### src/rtl/mem_stage.sv
// MEM stage of the 8-bit RISC core: drives a req/ack data-memory port, stalls upstream
// while an access is outstanding, bounds each access with a timeout and builds MEM/WB.
module mem_stage #(
  parameter int TIMEOUT_CYCLES = 15,
  parameter int CNT_W          = $clog2(TIMEOUT_CYCLES + 1)
) (
  input  logic       clk,
  input  logic       rst,
  input  logic       regwrite_in,
  input  logic       memread_in,
  input  logic       memwrite_in,
  input  logic       mem_to_reg_in,
  input  logic [7:0] alu_result_in,
  input  logic [7:0] write_data_in,
  input  logic [2:0] rd_in,
  output logic       dmem_req,
  output logic       dmem_we,
  output logic [7:0] dmem_addr,
  output logic [7:0] dmem_wdata,
  input  logic [7:0] dmem_rdata,
  input  logic       dmem_ack,
  output logic       stall,
  output logic       mem_err,
  output logic       regwrite_memwb,
  output logic       mem_to_reg_memwb,
  output logic [7:0] read_data_memwb,
  output logic [7:0] alu_result_memwb,
  output logic [2:0] rd_memwb
);

  typedef enum logic {IDLE, ACCESS} state_t;

  state_t     state_q, state_d;
  logic [CNT_W-1:0] cnt_q, cnt_d;
  logic       req_q, req_d;
  logic       we_q, we_d;
  logic [7:0] addr_q, addr_d;
  logic [7:0] wdata_q, wdata_d;
  logic       err_q, err_d;
  logic       regwrite_q, regwrite_d;
  logic       m2r_q, m2r_d;
  logic [7:0] rdata_q, rdata_d;
  logic [7:0] alu_q, alu_d;
  logic [2:0] rd_q, rd_d;
  logic       stall_raw;
  logic       memop;
  logic       timeout;

  assign memop   = memread_in | memwrite_in;
  assign timeout = (cnt_q == CNT_W'(TIMEOUT_CYCLES - 1));

  always_comb begin
    state_d    = state_q;
    cnt_d      = cnt_q;
    req_d      = req_q;
    we_d       = we_q;
    addr_d     = addr_q;
    wdata_d    = wdata_q;
    err_d      = err_q;
    // MEM/WB defaults to a bubble; completing paths overwrite it.
    regwrite_d = 1'b0;
    m2r_d      = 1'b0;
    rdata_d    = 8'h00;
    alu_d      = 8'h00;
    rd_d       = 3'd0;
    stall_raw  = 1'b0;
    case (state_q)
      IDLE: begin
        if (memop) begin
          stall_raw = 1'b1;
          req_d     = 1'b1;
          we_d      = memwrite_in & ~memread_in;
          addr_d    = alu_result_in;
          wdata_d   = write_data_in;
          cnt_d     = '0;
          state_d   = ACCESS;
          if (memread_in && memwrite_in) err_d = 1'b1;
        end else begin
          regwrite_d = regwrite_in;
          m2r_d      = mem_to_reg_in;
          alu_d      = alu_result_in;
          rd_d       = rd_in;
        end
      end
      ACCESS: begin
        if (dmem_ack || timeout) begin
          regwrite_d = regwrite_in;
          m2r_d      = mem_to_reg_in;
          alu_d      = alu_result_in;
          rd_d       = rd_in;
          req_d      = 1'b0;
          state_d    = IDLE;
          if (dmem_ack) begin
            rdata_d = we_q ? 8'h00 : dmem_rdata;
          end else begin
            rdata_d = 8'hFF;
            err_d   = 1'b1;
          end
        end else begin
          stall_raw = 1'b1;
          cnt_d     = cnt_q + 1'b1;
        end
      end
      default: state_d = IDLE;
    endcase
  end

  always_ff @(posedge clk or negedge rst) begin
    if (!rst) begin
      state_q    <= IDLE;
      cnt_q      <= '0;
      req_q      <= 1'b0;
      we_q       <= 1'b0;
      addr_q     <= 8'h00;
      wdata_q    <= 8'h00;
      err_q      <= 1'b0;
      regwrite_q <= 1'b0;
      m2r_q      <= 1'b0;
      rdata_q    <= 8'h00;
      alu_q      <= 8'h00;
      rd_q       <= 3'd0;
    end else begin
      state_q    <= state_d;
      cnt_q      <= cnt_d;
      req_q      <= req_d;
      we_q       <= we_d;
      addr_q     <= addr_d;
      wdata_q    <= wdata_d;
      err_q      <= err_d;
      regwrite_q <= regwrite_d;
      m2r_q      <= m2r_d;
      rdata_q    <= rdata_d;
      alu_q      <= alu_d;
      rd_q       <= rd_d;
    end
  end

  // Stall is forced low while reset is held so upstream is released immediately.
  assign stall            = rst & stall_raw;
  assign dmem_req         = req_q;
  assign dmem_we          = we_q;
  assign dmem_addr        = addr_q;
  assign dmem_wdata       = wdata_q;
  assign mem_err          = err_q;
  assign regwrite_memwb   = regwrite_q;
  assign mem_to_reg_memwb = m2r_q;
  assign read_data_memwb  = rdata_q;
  assign alu_result_memwb = alu_q;
  assign rd_memwb         = rd_q;

endmodule

### config.mk
export PLATFORM = sky130hd
export DESIGN_NAME = mem_stage
export DESIGN_NICKNAME = d
export VERILOG_FILES = /design/src/rtl/mem_stage.sv
export SDC_FILE = /design/constraint.sdc
export NUM_CORES = 1
export LEC_CHECK = 0
export ABC_AREA = 0
export CAP_MARGIN = 20
export CORE_MARGIN = 5
export CORE_UTILIZATION = 35
export CTS_CLUSTER_DIAMETER = 100
export CTS_CLUSTER_SIZE = 30
export DETAILED_ROUTE_END_ITERATION = 8
export PLACE_DENSITY = 0.64
export SETUP_SLACK_MARGIN = 0.5
export SKIP_LAST_GASP = 1
export SYNTH_ARGS = -nofsm -noshare
export SYNTH_HDL_FRONTEND = slang
export SYNTH_SLANG_ARGS = --single-unit
export TNS_END_PERCENT = 50
### constraint.sdc
create_clock -name clk -period 2.05 [get_ports clk]
set_input_delay 0.3075 -clock clk [delete_from_list [all_inputs] [get_ports clk]]
set_output_delay 0.3075 -clock clk [all_outputs]
set_load 0.05 [all_outputs]
==> results.md <==
* Cts hold-fix bufs at 0
* Most common cell in the netlist: dfrtp_1
* DRT met1 WL at 1.56 mm
* Mean Syn Cell Area at 13.8 um^2
* Final setup TNS at 0 ps
* End-of-flow core utilization at 56.4%
* R2R cell count at 4
* Crit path arrival time at 1430 ps
* First-pass GRT wire length at 6.30 mm
* Initial antenna violation count at 0
* GR Overflow Total at 0
* Crit path required time at 1740 ps
* Antenna-violating nets left at 0
* Crit Path Max Fanout at 3
* Critical Path Start: cnt_q[0]
* Final GP Congestion at 0.747
* Worst setup path class: flop to primary output
* Largest net degree at the start of global routing at 46
* Final instance area at 0.00268 mm^2
* Clock Path Buffers at 2
* WL met2 at 1.87 mm
* DR top layer: met4
* RSZ-0062 raised after global routing: true
* CP Launch Type: flop
* Seq/Total Area, Yosys at 65.1%
* Share of cells above drive strength 1 at 18.3%
* Ys flop type: dfrtp_1
* Max cap viols at 0
* Later-pin clock latency in the skew report at 300 ps
* EDFF count, synth at 0
* Reg2reg setup slack at 670 ps
* Distinct cells, synth at 24
* Buffers added on ports at 74
* Area leader, netlist: dfrtp_1
* Max Clock Freq at 577 MHz
* Leak at 1.36 nW
* Tmin final at 1730 ps
* Clock sinks at 45
* Min-Delay Path Class: primary input to asynchronous set/reset pin
* Mapped Cells at 125
* Site Rows at 25
* Clock Pin Slew Worst Setup and Hold Paths at 80 ps
* Syn nets at 161
* WL/cell at 14.4 um
* DR vias/cell at 4.51
* CP Buf/Inv Count at 2
* CP Cell Sequence: inv_1 > ha_2 > nand3_2 > a21boi_4 > nor2b_4 > buf_6
* Chip Width at 80.3 um
* Synth Cell Area at 0.00173 mm^2
* Vias in the first global route at 1257
* Dominant cells by area after synthesis: dfrtp_1, mux2_2, and2_1
* Slew HR at 62.5%
* Final hold vios at 0
* Skew final at 6.65 ps
* Core Region at 0.00475 mm^2
* Final WL at 3.96 mm
* Top delay family on crit path: flip-flops
* #FFs+latches synth at 45
* Synth async-reset ratio at 100%
* Final #Nets at 243
* Hold slack at 111 ps
* Top cell type's share of synthesized area at 65.1%
* Final setup viols at 0
* Via count at 1240
* Die Ht at 80.3 um
* Worst slew pin tran at 562 ps
* Met3 routed WL at 486 um
* Status: completed
* Maximum vdd drop at 0.000752 V
* CTS Root Cell: clkbuf_8
* Layout Area Growth over Synthesis at 55.0%
* Drt first pass iters at 4
* FF-to-FF End: dmem_req
* Slowest-stage cell, CP: dfrtp_1
* Initial DRC Count at 31
* CP peak stage delay at 380 ps
* Hpwl dp at 2.94 mm
* Number of diodes at 0
* CTS Buf Count at 5
* Slew Limit Fails at 0
* Synth cell count leaders: dfrtp_1, mux2_2, and2_1, a21oi_1, nand2b_1
* Initial core utilization at 36.4%
* CP endpoint kind: primary output
* Power density cells at 1230 mW/mm^2
* DRC at 0
* Ys Warns at 0
* TritonCTS clock tree: yes
* Tot Pwr at 0.00330 W
* Htree depth at 2
* Period utilization at 84.6%
* Post-Place Cell Area at 0.00255 mm^2
* Total die area at 0.00645 mm^2
* I/O pin count at 75
* GRT Util Overall at 12.8%
* Worst reg2reg startpoint: cnt_q[1]
[worst max-delay path by stage]
stage | endpoint | slack [ps] | cells past startpoint
2_1_floorplan | stall | 590 | 5
3_5_place_dp | dmem_wdata[6] | 280 | 4
4_1_cts | alu_result_memwb[1] | 280 | 1
3_3_place_gp | stall | 290 | 5
6_report | stall | 320 | 6
5_1_grt | stall | 230 | 6
[per-layer routing]
metal	vias to the layer above	GRT usage [%]
met1	592	15.2
met4	0	4.05
met2	61	20.4
met5	-	0
met3	6	6.39
li1	581	-
[placed cells by master (no fill, tap or decap), types with 3 or more instances in the layout]
cell type,n
nand2_1,7
dlygate4sd2_1,19
clkbuf_8,7
mux2i_1,3
buf_4,5
clkdlybuf4s50_1,41
inv_1,3
a21oi_1,11
nand2b_1,8
mux2_2,16
dfrtp_1,45
dlymetal6s2s_1,12
and2_1,13
[worst register-to-register path: stages, from the launching register on]
cell	delay [ps]
dfrtp_1	420
ha_2	210
and3_1	190
o21ai_2	320
a21bo_2	190
[timing repair]
action,4_1_cts,5_1_grt
buffers inserted,1,0
resized for setup,22,12
pin swaps,1,1
setup endpoints to repair,41,26
[area by class of cell]
type	instances	area, um^2
Clock buffer	7	96.3
Clock inverter	1	5.00
Fill cell	420	2070
Inverter	3	11.3
Multi-Input combinational cell	73	578
Sequential cell	45	1130
Tap cell	67	83.8
Timing Repair Buffer	79	781
[power breakdown]
| part | switching (W) | internal (W) |
|---|---|---|
| Combinational | 0.000980 | 0.000520 |
| Sequential | 0.000115 | 0.00110 |
| Clock | 0.000284 | 0.000305 |
[stage by stage]
stage | worst slack, ps | std cells
after floorplan | 589 | 125
after global routing | 233 | 275
final | 317 | 275
after CTS | 282 | 275
after detailed placement | 283 | 266
after global placement | 287 | 266
[flip-flops by register name (all words and copies together), names as in the netlist]
name / flops
alu_result_memwb: 8
read_data_memwb: 8
state_q: 1
regwrite_memwb: 1
dmem_wdata: 8
cnt_q: 4
dmem_req: 1
mem_err: 1
dmem_addr: 8
dmem_we: 1
rd_memwb: 3
mem_to_reg_memwb: 1
[logic make-up after synthesis]
group / Yosys count / synth area share, %
xor+xnor: 1 / 0.506
buf+inv: 7 / 2.39
simple gates: 34 / 11.3
mux: 19 / 12.1
flops: 45 / 65.1
compound gates: 17 / 7.16
fa+ha+maj: 2 / 1.45
(Power assumes the default switching activity.)
